**config.mk**
```make
export PLATFORM = sky130hd
export DESIGN_NAME = timer
export DESIGN_NICKNAME = d
export VERILOG_FILES = /design/src/rtl/timer.sv
export SDC_FILE = /design/constraint.sdc
export NUM_CORES = 1
export LEC_CHECK = 0
export ABC_AREA = 1
export ABC_CLOCK_PERIOD_IN_PS = 1900
export BUFFER_PORTS_ARGS = -buffer_cell sky130_fd_sc_hd__buf_2
export CORE_MARGIN = 5
export CORE_UTILIZATION = 40
export CTS_CLUSTER_DIAMETER = 200
export DETAILED_ROUTE_END_ITERATION = 6
export GPL_ROUTABILITY_DRIVEN = 0
export PLACE_DENSITY = 0.66
export RECOVER_POWER = 25
export SYNTH_ARGS = -nofsm -noshare
export SYNTH_HDL_FRONTEND = slang
export SYNTH_SLANG_ARGS = --single-unit
export TNS_END_PERCENT = 1
```
**constraint.sdc**
```tcl
create_clock -name clk -period 1.9 [get_ports clk]
set_clock_uncertainty 0.05 [all_clocks]
set_input_delay 0.19 -clock clk [delete_from_list [all_inputs] [get_ports clk]]
set_output_delay 0.19 -clock clk [all_outputs]
set_load 0.01 [all_outputs]
```
**src/rtl/timer.sv**
```systemverilog
// Programmable 32-bit down-counter with one-shot / auto-reload modes and a
// level interrupt, accessed through a 2-bit word-select register port.
module timer (
    input  logic        clk,
    input  logic        reset,
    input  logic [1:0]  addr,
    input  logic [31:0] WD,
    input  logic        We,
    output logic [31:0] RD,
    output logic        IRQ
);

    typedef enum logic [1:0] {
        S_IDLE,
        S_LOAD,
        S_CNT,
        S_INT
    } state_t;

    state_t      r_state;
    state_t      w_state_next;
    logic        r_en;
    logic [1:0]  r_mode;
    logic        r_im;
    logic [31:0] r_preset;
    logic [31:0] r_count;
    logic        r_irq;

    logic [31:0] w_count_next;
    logic        w_en_clr;
    logic        w_irq_set;
    logic        w_irq_pulse_end;
    logic        w_ctrl_we;
    logic        w_preset_we;
    logic        w_auto;

    assign w_ctrl_we   = We && (addr == 2'd0);
    assign w_preset_we = We && (addr == 2'd1);
    assign w_auto      = (r_mode == 2'd1);

    always_comb begin
        w_state_next    = r_state;
        w_count_next    = r_count;
        w_en_clr        = 1'b0;
        w_irq_set       = 1'b0;
        w_irq_pulse_end = 1'b0;
        case (r_state)
            S_IDLE: begin
                if (r_en) begin
                    w_state_next = S_LOAD;
                end
            end
            S_LOAD: begin
                w_count_next = r_preset;
                w_state_next = S_CNT;
            end
            S_CNT: begin
                if (!r_en) begin
                    w_state_next = S_IDLE;
                end else if (r_count > 32'd1) begin
                    w_count_next = r_count - 32'd1;
                end else begin
                    // Covers both COUNT==1 and COUNT==0; never wraps below zero.
                    w_count_next = '0;
                    w_state_next = S_INT;
                    w_irq_set    = 1'b1;
                end
            end
            S_INT: begin
                if (w_auto) begin
                    w_state_next    = S_LOAD;
                    w_irq_pulse_end = 1'b1;
                end else begin
                    w_state_next = S_IDLE;
                    w_en_clr     = 1'b1;
                end
            end
            default: begin
                w_state_next = S_IDLE;
            end
        endcase
    end

    always_ff @(posedge clk) begin
        if (reset) begin
            r_state  <= S_IDLE;
            r_en     <= 1'b0;
            r_mode   <= '0;
            r_im     <= 1'b0;
            r_preset <= '0;
            r_count  <= '0;
            r_irq    <= 1'b0;
        end else begin
            r_state <= w_state_next;
            r_count <= w_count_next;

            // A CTRL write takes priority over the one-shot self-disable.
            if (w_ctrl_we) begin
                {r_im, r_mode, r_en} <= WD[3:0];
            end else if (w_en_clr) begin
                r_en <= 1'b0;
            end

            if (w_preset_we) begin
                r_preset <= WD;
            end

            // Setting the flag wins over a same-edge CTRL write clearing it.
            if (w_irq_set) begin
                r_irq <= 1'b1;
            end else if (w_irq_pulse_end || w_ctrl_we) begin
                r_irq <= 1'b0;
            end
        end
    end

    always_comb begin
        RD = '0;
        case (addr)
            2'd0:    RD = {28'b0, r_im, r_mode, r_en};
            2'd1:    RD = r_preset;
            2'd2:    RD = r_count;
            default: RD = '0;
        endcase
    end

    assign IRQ = r_irq & r_im;

endmodule

```
==> flow_metrics.env, run 1 <==
export IMPL_end_kind="flip-flop"
export IMPL_cts_root_buf="clkbuf_8"
export IMPL_ir_worst_vdd_uv=455.6
export IMPL_hold_path_class="input pin to flip-flop"
export IMPL_drc=0
export IMPL_final_critical_path_setup_slack_ns=0.1961
export IMPL_fin_crit_sh_pct=89.68
export IMPL_crit_slowest_cell="dfxtp_1"
export IMPL_wl_mm=11.92
export IMPL_overflow=0
export IMPL_port_buffer_count=69
export IMPL_post_dp_hpwl_mm=8.746
export IMPL_finalMaxSlewViolations=0
export IMPL_arrival_ns=1.89
export IMPL_dp_slack_ns=0.06814
export IMPL_synthCells=614
export IMPL_layout_common_cells="o21ai_0, nand2_1, inv_1"
export IMPL_crit_top_cell="nor2_2"
export IMPL_multiInputGateArea_um2=2258
export IMPL_yosys_warnings=0
export IMPL_status="completed"
export IMPL_cts_htree_levels=3
export IMPL_wl_per_cell_um=14.54
export IMPL_netlist_area_leader_share_pct=34.56
export IMPL_critPathLaunchType="flip-flop"
export IMPL_fp_dieW_um=111.4
export IMPL_grt_pass1_vias=4432
export IMPL_cts_tree="yes"
export IMPL_crit_path_cell_trace="nor2_2, nand2_1, nor2_2, nand2_2, nor2_4, nor2_8, buf_4, o21ai_0, a21oi_1"
export IMPL_cp_required_ns=2.09
export IMPL_design_area_um2=4853
export IMPL_fin_util_pct=47.65
export IMPL_synth_largest_area_cell="dfxtp_1"
export IMPL_via_per_inst=5.307
export IMPL_setup_viol=0
export IMPL_initial_core_util_pct=40.38
export IMPL_ys_types=28
export IMPL_io_pins=70
export IMPL_firstDrtPassIters=5
export IMPL_synth_seq_area_share_pct=34.56
export IMPL_ff_latch_area_um2=1421
export IMPL_grt_usage_pct=19.35
export IMPL_leakagePower_uw=0.002033
export IMPL_slowest_delay_ns=0.37
export IMPL_crit_start="r_count[18]"
export IMPL_cts_buffers_inserted=9
export IMPL_syn_area_um2=4113
export IMPL_antenna_found_initial=0
export IMPL_path_clk_slew_ns=0.09
export IMPL_synth_area_top_cells="dfxtp_1, o21ai_0, a21oi_1, nand2_1, inv_1"
export IMPL_postRouteAntennaNets=0
export IMPL_syn_avg_cell_area_um2=6.698
export IMPL_layout_commonest_cell="o21ai_0"
export IMPL_ys_ff_latch=71
export IMPL_finalPower_uw=4768
export IMPL_slew_limit_headroom_pct=63.42
export IMPL_tightest_slew_ns=0.5480
export IMPL_nFillCells=1079
export IMPL_p_per_area_nw_per_um2=982.4
export IMPL_vias=4352
export IMPL_min_from="WD[3]"
export IMPL_clock_path_buffers=2
export IMPL_n_antenna_cell=0
export IMPL_fmax_ghz=0.5869
export IMPL_clock_latency_ns=0.35
export IMPL_coreArea_um2=10180
export IMPL_num_rows=37
export IMPL_critPathMaxFanout=6
export IMPL_maxCapViolCount=0
export IMPL_period_needed_ns=1.704
export IMPL_syn_num_nets=653
export IMPL_grt_pass1_wl_mm=20.40
export IMPL_rsz0062_at_grt="false"
export IMPL_drive_above_1_share_pct=21.78
export IMPL_dieArea_um2=12410
export IMPL_reg2reg_from="r_count[18]"
export IMPL_critical_path_class="flip-flop to flip-flop"
export IMPL_cts_sinks=71
export IMPL_syn2layout_area_growth_pct=18.01
export IMPL_setup_tns_ns=0
export IMPL_die_h_um=111.4
export IMPL_grt_start_max_net_pins=62
export IMPL_post_dp_cell_area_um2=4622
export IMPL_first_iter_violations=309
export IMPL_layout_nets=718
export IMPL_hold_violations=0
-- registers in the layout (all words and copies together) (netlist names) --
| name | flops |
|---|---|
| r_en | 1 |
| r_preset | 32 |
| r_irq | 1 |
| r_count | 32 |
| r_state | 2 |
| r_mode | 2 |
| r_im | 1 |
-- per-stage QoR --
step           hold WS [ns]  instances
2_1_floorplan        0.2091        614
3_3_place_gp         0.3977        801
3_5_place_dp         0.3970        801
4_1_cts             0.01196        817
5_1_grt             0.05270        820
6_report            0.05287        820
-- worst max-delay path: cells and delay by family (launching register included) --
family                 cells  cell delay, ns
AND/OR/NAND/NOR            6            0.85
flip-flops                 1            0.37
buffers and inverters      1            0.16
AO/OA/AOI/OAI              2            0.16
-- worst paths after layout --
path / end / slack [ns] / cells past startpoint
setup / recovery: r_count[3] / 0.20 / 9
setup reg to reg: r_count[3] / 0.20 / 9
hold reg to reg: r_preset[8] / 0.42 / 2
hold / removal: r_im / 0.05 / 3
-- power breakdown --
part | internal (µW) | leakage, µW | switching [µW]
sequential | 1610 | 0.000580 | 131
combinational | 561 | 0.00135 | 1200
clock | 650 | 0.000107 | 618
total | 2820 | 0.00203 | 1950
-- routing by layer --
layer	track usage [%]	part of all wire (%)	up-vias	wire (µm)
met2	32.41	47	123	5653
li1	-	-	2189	-
met1	24.78	45	2021	5379
met3	4.185	5.6	19	669
met5	0	0	-	0
met4	6.488	1.8	0	218
-- logic make-up (layout without fill, tap and decap cells) --
family / count (synthesis) / in the layout / synth area share (%)
AO/OA/AOI/OAI: 218 / 218 / 28.23
XOR/XNOR: 6 / 6 / 1.278
adder cells (fa/ha/maj): 2 / 2 / 0.6084
buffers and inverters: 110 / 180 / 10.71
flip-flops: 71 / 71 / 34.56
AND/OR/NAND/NOR: 207 / 207 / 24.61
-- repair_timing --
item	in CTS	in global routing
hold buffers	0	0
gates resized for setup	0	5
setup buffers	0	3
endpoints found under the setup margin	0	23
-- cells in the mapped netlist (all sizes together) --
library cell,n
nand2,91
nor3,1
o221ai,4
o21ai,113
a21oi,71
nor2,76
ha,2
buf,11
dfxtp,71
o211ai,1
o22ai,28
xor2,6
a211oi,1
inv,79
nand3,34
nand4,5
clkbuf,20
-- layout make-up --
class	count	share of cell area [%]
clock buffers	10	2.836
clock inverters	6	1.366
inverters	79	6.110
multi-input cells	433	46.53
flip-flops and latches	71	29.29
well taps	136	3.506
repair buffers	85	10.36
Power figures use the tool's default switching activity.
==> run 2: changes to the inputs <==
--- a/config.mk
+++ b/config.mk
@@ -10,6 +10,7 @@
 export BUFFER_PORTS_ARGS = -buffer_cell sky130_fd_sc_hd__buf_2
 export CORE_MARGIN = 5
 export CORE_UTILIZATION = 40
+export CTS_BUF_LIST = sky130_fd_sc_hd__clkbuf_2 sky130_fd_sc_hd__clkbuf_4 sky130_fd_sc_hd__clkbuf_8
 export CTS_CLUSTER_DIAMETER = 200
 export DETAILED_ROUTE_END_ITERATION = 6
 export GPL_ROUTABILITY_DRIVEN = 0
==> constraint.sdc (replaced) <==
create_clock -name clk -period 1.9 [get_ports clk]
set_clock_uncertainty 0.05 [all_clocks]
set_input_delay 0.095 -clock clk [delete_from_list [all_inputs] [get_ports clk]]
set_output_delay 0.095 -clock clk [all_outputs]
set_load 0.01 [all_outputs]
==> run 2 against run 1 <==
Effect of this change:
- die area stayed put
- combinational power is 3% higher
- critical path type unchanged
- worst setup slack worse by 0.055 ns
- critical path depth is 1 higher
- maximum frequency is 3.1% lower
- clock power is 10% higher
- global-route usage is 0.26 points higher
- wire length is 1.5% higher
- total power is 3.9% higher
- via count is 2.4% higher
- cell area is 7.0% higher
==> flow_metrics.env, run 2 (synthesis results as in run 1) <==
export IMPL_grt_pass1_vias=4429
export IMPL_drc=0
export IMPL_finalMaxSlewViolations=0
export IMPL_path_clk_slew_ns=0.08
export IMPL_cts_root_buf="clkbuf_8"
export IMPL_ir_worst_vdd_uv=479.0
export IMPL_cts_htree_levels=3
export IMPL_initial_core_util_pct=40.38
export IMPL_coreArea_um2=10180
export IMPL_n_antenna_cell=0
export IMPL_end_kind="flip-flop"
export IMPL_critPathMaxFanout=13
export IMPL_grt_start_max_net_pins=62
export IMPL_syn2layout_area_growth_pct=26.32
export IMPL_post_dp_hpwl_mm=8.607
export IMPL_layout_nets=753
export IMPL_fin_crit_sh_pct=92.57
export IMPL_top_regs="r_count: 32 flops, r_preset: 32 flops"
export IMPL_tightest_slew_ns=0.7197
export IMPL_via_per_inst=5.213
export IMPL_num_rows=37
export IMPL_fin_util_pct=51.01
export IMPL_port_buffer_count=69
export IMPL_dieArea_um2=12410
export IMPL_arrival_ns=1.95
export IMPL_maxCapViolCount=0
export IMPL_drive_above_1_share_pct=20.45
export IMPL_cp_required_ns=2.09
export IMPL_fmax_ghz=0.5686
export IMPL_die_h_um=111.4
export IMPL_clock_path_buffers=2
export IMPL_layout_commonest_cell="o21ai_0"
export IMPL_first_iter_violations=283
export IMPL_firstDrtPassIters=5
export IMPL_slew_limit_headroom_pct=52.02
export IMPL_wl_per_cell_um=14.16
export IMPL_finalPower_uw=4953
export IMPL_grt_usage_pct=19.60
export IMPL_critPathLaunchType="flip-flop"
export IMPL_postRouteAntennaNets=0
export IMPL_critical_path_class="flip-flop to flip-flop"
export IMPL_layout_common_cells="o21ai_0, nand2_1, inv_1"
export IMPL_overflow=0
export IMPL_setup_viol=0
export IMPL_hold_violations=0
export IMPL_p_per_area_nw_per_um2=953.4
export IMPL_cts_tree="yes"
export IMPL_cts_sinks=71
export IMPL_fp_dieW_um=111.4
export IMPL_period_needed_ns=1.759
export IMPL_status="completed"
export IMPL_grt_pass1_wl_mm=20.62
export IMPL_hold_path_class="input pin to flip-flop"
export IMPL_cts_buffers_inserted=9
export IMPL_io_pins=70
export IMPL_leakagePower_uw=0.002153
export IMPL_clock_latency_ns=0.36
export IMPL_antenna_found_initial=0
export IMPL_wl_mm=12.11
export IMPL_vias=4457
## run 2: cell count changes in the layout (fill, tap and decap cells not counted), moves of 2 or more
cell / previous run / this run
buf_12: 3 / 1
buf_2: 66 / 64
clkbuf_1: 3 / 5
clkbuf_2: 0 / 3
clkinv_2: 2 / 0
clkinvlp_4: 0 / 2
dlygate4sd3_1: 0 / 34
## run 2: worst paths after layout
path              slack, ns   startpoint           end  cells after the start
setup / recovery       0.14   r_count[0]   r_count[29]                     10
hold / removal        0.006       WD[23]  r_preset[23]                      3
setup reg to reg       0.14   r_count[0]   r_count[29]                     10
hold reg to reg        0.42  r_preset[6]   r_preset[6]                      2
## run 2: per-stage QoR
step	TNS, ns	area (µm²)	cells	hold slack [ns]	setup WS [ns]
6_report	0	5195	855	0.006346	0.1412
5_1_grt	-0.002111	5195	855	0.02660	-0.002111
3_3_place_gp	0	4597	801	0.3139	0.1439
4_1_cts	0	5167	851	0.003868	0.03910
3_5_place_dp	0	4597	801	0.3123	0.08104
2_1_floorplan	0	4113	614	0.1141	0.3707
## run 2: area by class of cell
cell class                 count  area [µm²]
clock buffer                  10       137.6
clock inverter                 6       92.59
fill                        1050        4990
inverter                      79       296.5
multi-input combinational    434        2267
sequential                    71        1423
tap                          136       170.2
timing repair buffer         119       808.3
## run 2: worst max-delay path: stages (launching register included)
cell and delay, ns:
dfxtp_2 0.34, inv_1 0.14, ha_1 0.24, o21ai_0 0.10
nor2_1 0.12, nand2_2 0.07, nor2_4 0.21, nor2_8 0.09
buf_12 0.16, nand3_1 0.07, a21oi_1 0.06
## run 2: report_power, final
group	internal, µW	leakage [µW]	switching [µW]	total [µW]
Clock	781	0.000109	624	1400
Sequential	1610	0.000580	130	1740
Combinational	597	0.00146	1210	1810
Total	2990	0.00215	1970	4950
## run 2: per-layer routing
metal	vias up	track usage [%]	routed length (µm)
met4	0	6.083	218
met1	2070	25.01	5626
met3	21	3.478	454
met2	109	33.78	5805
met5	-	0	0
li1	2257	-	-
## run 2: repair_timing
| action | 4_1_cts | 5_1_grt |
|---|---|---|
| hold endpoints to repair | 36 | 0 |
| setup endpoints to repair | 0 | 19 |
| resized for setup | 0 | 4 |
| hold buffers | 34 | 0 |
| buffers inserted | 0 | 3 |
==> run 3: changes to the inputs <==
--- a/config.mk
+++ b/config.mk
@@ -5,16 +5,15 @@
 export SDC_FILE = /design/constraint.sdc
 export NUM_CORES = 1
 export LEC_CHECK = 0
-export ABC_AREA = 1
+export ABC_AREA = 0
 export ABC_CLOCK_PERIOD_IN_PS = 1900
 export BUFFER_PORTS_ARGS = -buffer_cell sky130_fd_sc_hd__buf_2
-export CORE_MARGIN = 5
-export CORE_UTILIZATION = 40
+export CORE_UTILIZATION = 55
 export CTS_BUF_LIST = sky130_fd_sc_hd__clkbuf_2 sky130_fd_sc_hd__clkbuf_4 sky130_fd_sc_hd__clkbuf_8
 export CTS_CLUSTER_DIAMETER = 200
 export DETAILED_ROUTE_END_ITERATION = 6
 export GPL_ROUTABILITY_DRIVEN = 0
-export PLACE_DENSITY = 0.66
+export PLACE_DENSITY = 0.85
 export RECOVER_POWER = 25
 export SYNTH_ARGS = -nofsm -noshare
 export SYNTH_HDL_FRONTEND = slang
==> run 3 against run 2 <==
Effect of this change:
- the flow now finishes with violations (design-rule violations, negative setup slack)
- first-iteration DRC count grew to 4.4 times the previous value
- synthesized cell count down 14%
- sequential power fell by 9%
- register-to-register slack worse by 0.40 ns
- sequential share of layout area shrank 2.3 points
- worst hold slack better by 0.15 ns
- utilization increased by 33 points
- final cell count is 9.4% lower
- critical path depth down 5
- worst setup slack got worse by 0.40 ns
- combinational power shrank 51%
- clock power hardly changed
- critical endpoint is now r_count[30]
- largest power group is now registers
==> flow_metrics.env, run 3 <==
export IMPL_cts_tree="yes"
export IMPL_rsz0062_at_grt="true"
export IMPL_firstDrtPassIters=7
export IMPL_n_antenna_cell=0
export IMPL_holdWs_ns=0.1596
export IMPL_arrival_ns=2.35
export IMPL_yosys_mux_area_fraction_pct=2.071
export IMPL_layout_common_cells="nand2_1, buf_4, buf_2"
export IMPL_synth_compound_area_share_pct=32.44
export IMPL_final_critical_path_setup_slack_ns=-0.2603
export IMPL_fin_util_pct=83.55
export IMPL_cts_buffers_inserted=9
export IMPL_period_needed_ns=2.160
export IMPL_synth_area_top_cells="dfxtp_1, nand2_1, a21oi_1, a22o_1, o21ai_0"
export IMPL_cts_sinks=71
export IMPL_setup_viol=34
export IMPL_clock_latency_ns=0.36
export IMPL_post_dp_hpwl_mm=8.804
export IMPL_layout_commonest_cell="nand2_1"
export IMPL_finalMaxSlewViolations=0
export IMPL_drive_above_1_share_pct=33.14
export IMPL_hold_violations=0
export IMPL_postSynth_topFlopCell="dfxtp_1"
export IMPL_vias=5477
export IMPL_syn2layout_area_growth_pct=45.38
export IMPL_synthCells=525
export IMPL_end_kind="flip-flop"
export IMPL_violations="design-rule violations, negative setup slack"
export IMPL_yosys_warnings=0
export IMPL_grt_start_max_net_pins=51
export IMPL_grt_pass1_vias=4726
export IMPL_postRouteAntennaNets=0
export IMPL_grt_usage_pct=40.04
export IMPL_yosys_area_share_xor_xnor_pct=0
export IMPL_die_h_um=86.49
export IMPL_syn_area_um2=3926
export IMPL_tightest_slew_ns=0.6434
export IMPL_fp_dieW_um=86.49
export IMPL_wl_per_cell_um=22.74
export IMPL_num_rows=30
export IMPL_via_per_inst=7.067
export IMPL_status="finished, violations left"
export IMPL_synth_edff_count=0
export IMPL_synthAdderAreaFrac_pct=0.6373
export IMPL_layout_nets=713
export IMPL_path_clk_slew_ns=0.09
export IMPL_async_flop_share_pct=0
export IMPL_ys_ff_latch=71
export IMPL_drc=91
export IMPL_syn_num_nets=564
export IMPL_hold_path_class="input pin to flip-flop"
export IMPL_fin_crit_sh_pct=113.7
export IMPL_syn_avg_cell_area_um2=7.479
export IMPL_coreArea_um2=6832
export IMPL_grt_pass1_wl_mm=23.20
export IMPL_dieArea_um2=7481
export IMPL_io_pins=70
export IMPL_leakagePower_uw=0.002294
export IMPL_overflow=0
export IMPL_antenna_found_initial=0
export IMPL_critical_path_class="flip-flop to flip-flop"
export IMPL_ir_worst_vdd_uv=656.0
export IMPL_synth_largest_area_cell="dfxtp_1"
export IMPL_synth_seq_area_share_pct=36.20
export IMPL_yosysMostFrequentCell="nand2_1"
export IMPL_ys_types=48
export IMPL_cp_required_ns=2.09
export IMPL_top_regs="r_count: 32 flops, r_preset: 32 flops"
export IMPL_initial_core_util_pct=57.47
export IMPL_synth_commonest_cells="nand2_1, dfxtp_1, a21oi_1"
export IMPL_cts_htree_levels=3
export IMPL_maxCapViolCount=0
export IMPL_slew_limit_headroom_pct=57.11
export IMPL_synth_top_family_by_area="compound AO/OA/AOI/OAI gates"
export IMPL_yosys_area_share_simple_pct=22.75
export IMPL_critPathMaxFanout=3
export IMPL_fmax_ghz=0.4629
export IMPL_wl_mm=17.63
export IMPL_critPathLaunchType="flip-flop"
export IMPL_port_buffer_count=69
export IMPL_netlist_area_leader_share_pct=36.20
export IMPL_clock_path_buffers=2
export IMPL_p_per_area_nw_per_um2=677.5
export IMPL_first_iter_violations=1257
export IMPL_cts_root_buf="clkbuf_8"
[run 3: path summary, 6_finish.rpt]
check | from | end | slack, ns | depth (start not counted)
min reg2reg | r_preset[2] | r_preset[2] | 0.44 | 2
max | r_count[25] | r_count[30] | -0.26 | 5
max reg2reg | r_count[25] | r_count[30] | -0.26 | 5
min | reset | r_preset[28] | 0.16 | 2
[run 3: per-layer routing]
| layer | vias to the layer above | GRT usage, % | wire length, µm |
|---|---|---|---|
| met5 | - | 0 | 0 |
| met2 | 580 | 65.01 | 7455 |
| met1 | 2469 | 50.62 | 5870 |
| met4 | 0 | 21.06 | 1534 |
| li1 | 2216 | - | - |
| met3 | 212 | 7.524 | 2765 |
[run 3: where the power goes]
group | internal [µW] | switching [µW] | leakage [µW] | total, µW
registers | 1530 | 53.3 | 0.000578 | 1580
logic | 381 | 504 | 0.00160 | 885
clock network | 744 | 657 | 0.000114 | 1400
total | 2650 | 1210 | 0.00229 | 3870
[run 3: what timing repair did]
action | CTS | global route
endpoints found under the setup margin | 33 | 34
pin swaps | 15 | 21
endpoints found under the hold margin | 36 | 0
gates resized for setup | 29 | 43
hold buffers | 32 | 0
cloned | 2 | 0
setup buffers | 3 | 8
[run 3: cell type report]
type                            count  area (µm²)
Inverter                           12       50.05
Fill cell                         355        1124
Timing Repair Buffer              182        1325
Tap cell                           96       120.1
Clock buffer                        9       123.9
Sequential cell                    71        1431
Multi-Input combinational cell    398        2561
Clock inverter                      7       96.34
[run 3: kinds of logic (layout without fill, tap and decap cells)]
family | Yosys count | in the layout
AOI/OAI and AO/OA | 197 | 197
and+or+nand+nor | 191 | 191
DFF | 71 | 71
buffers and inverters | 56 | 210
muxes | 8 | 8
adders and majority gates | 2 | 2
[run 3: through the flow]
stage | instance area [µm²] | setup WS, ns | instances | total power (µW) | TNS (ns)
floorplan | 3974 | -0.09877 | 525 | 1940 | -0.9477
global placement | 4793 | -0.09345 | 715 | 2204 | -0.5632
detailed placement | 4793 | -0.1464 | 715 | 2229 | -2.117
CTS | 5472 | -0.1584 | 768 | 3651 | -3.722
global route | 5708 | -0.2488 | 775 | 3967 | -4.775
finish | 5708 | -0.2603 | 775 | 3867 | -3.097
[run 3: critical path, cell delays in order (launching register included)]
cell and delay (ns):
dfxtp_2 0.33, or4_4 0.57, or3_1 0.35, or4_1 0.47
a21oi_1 0.20, nor4_1 0.08
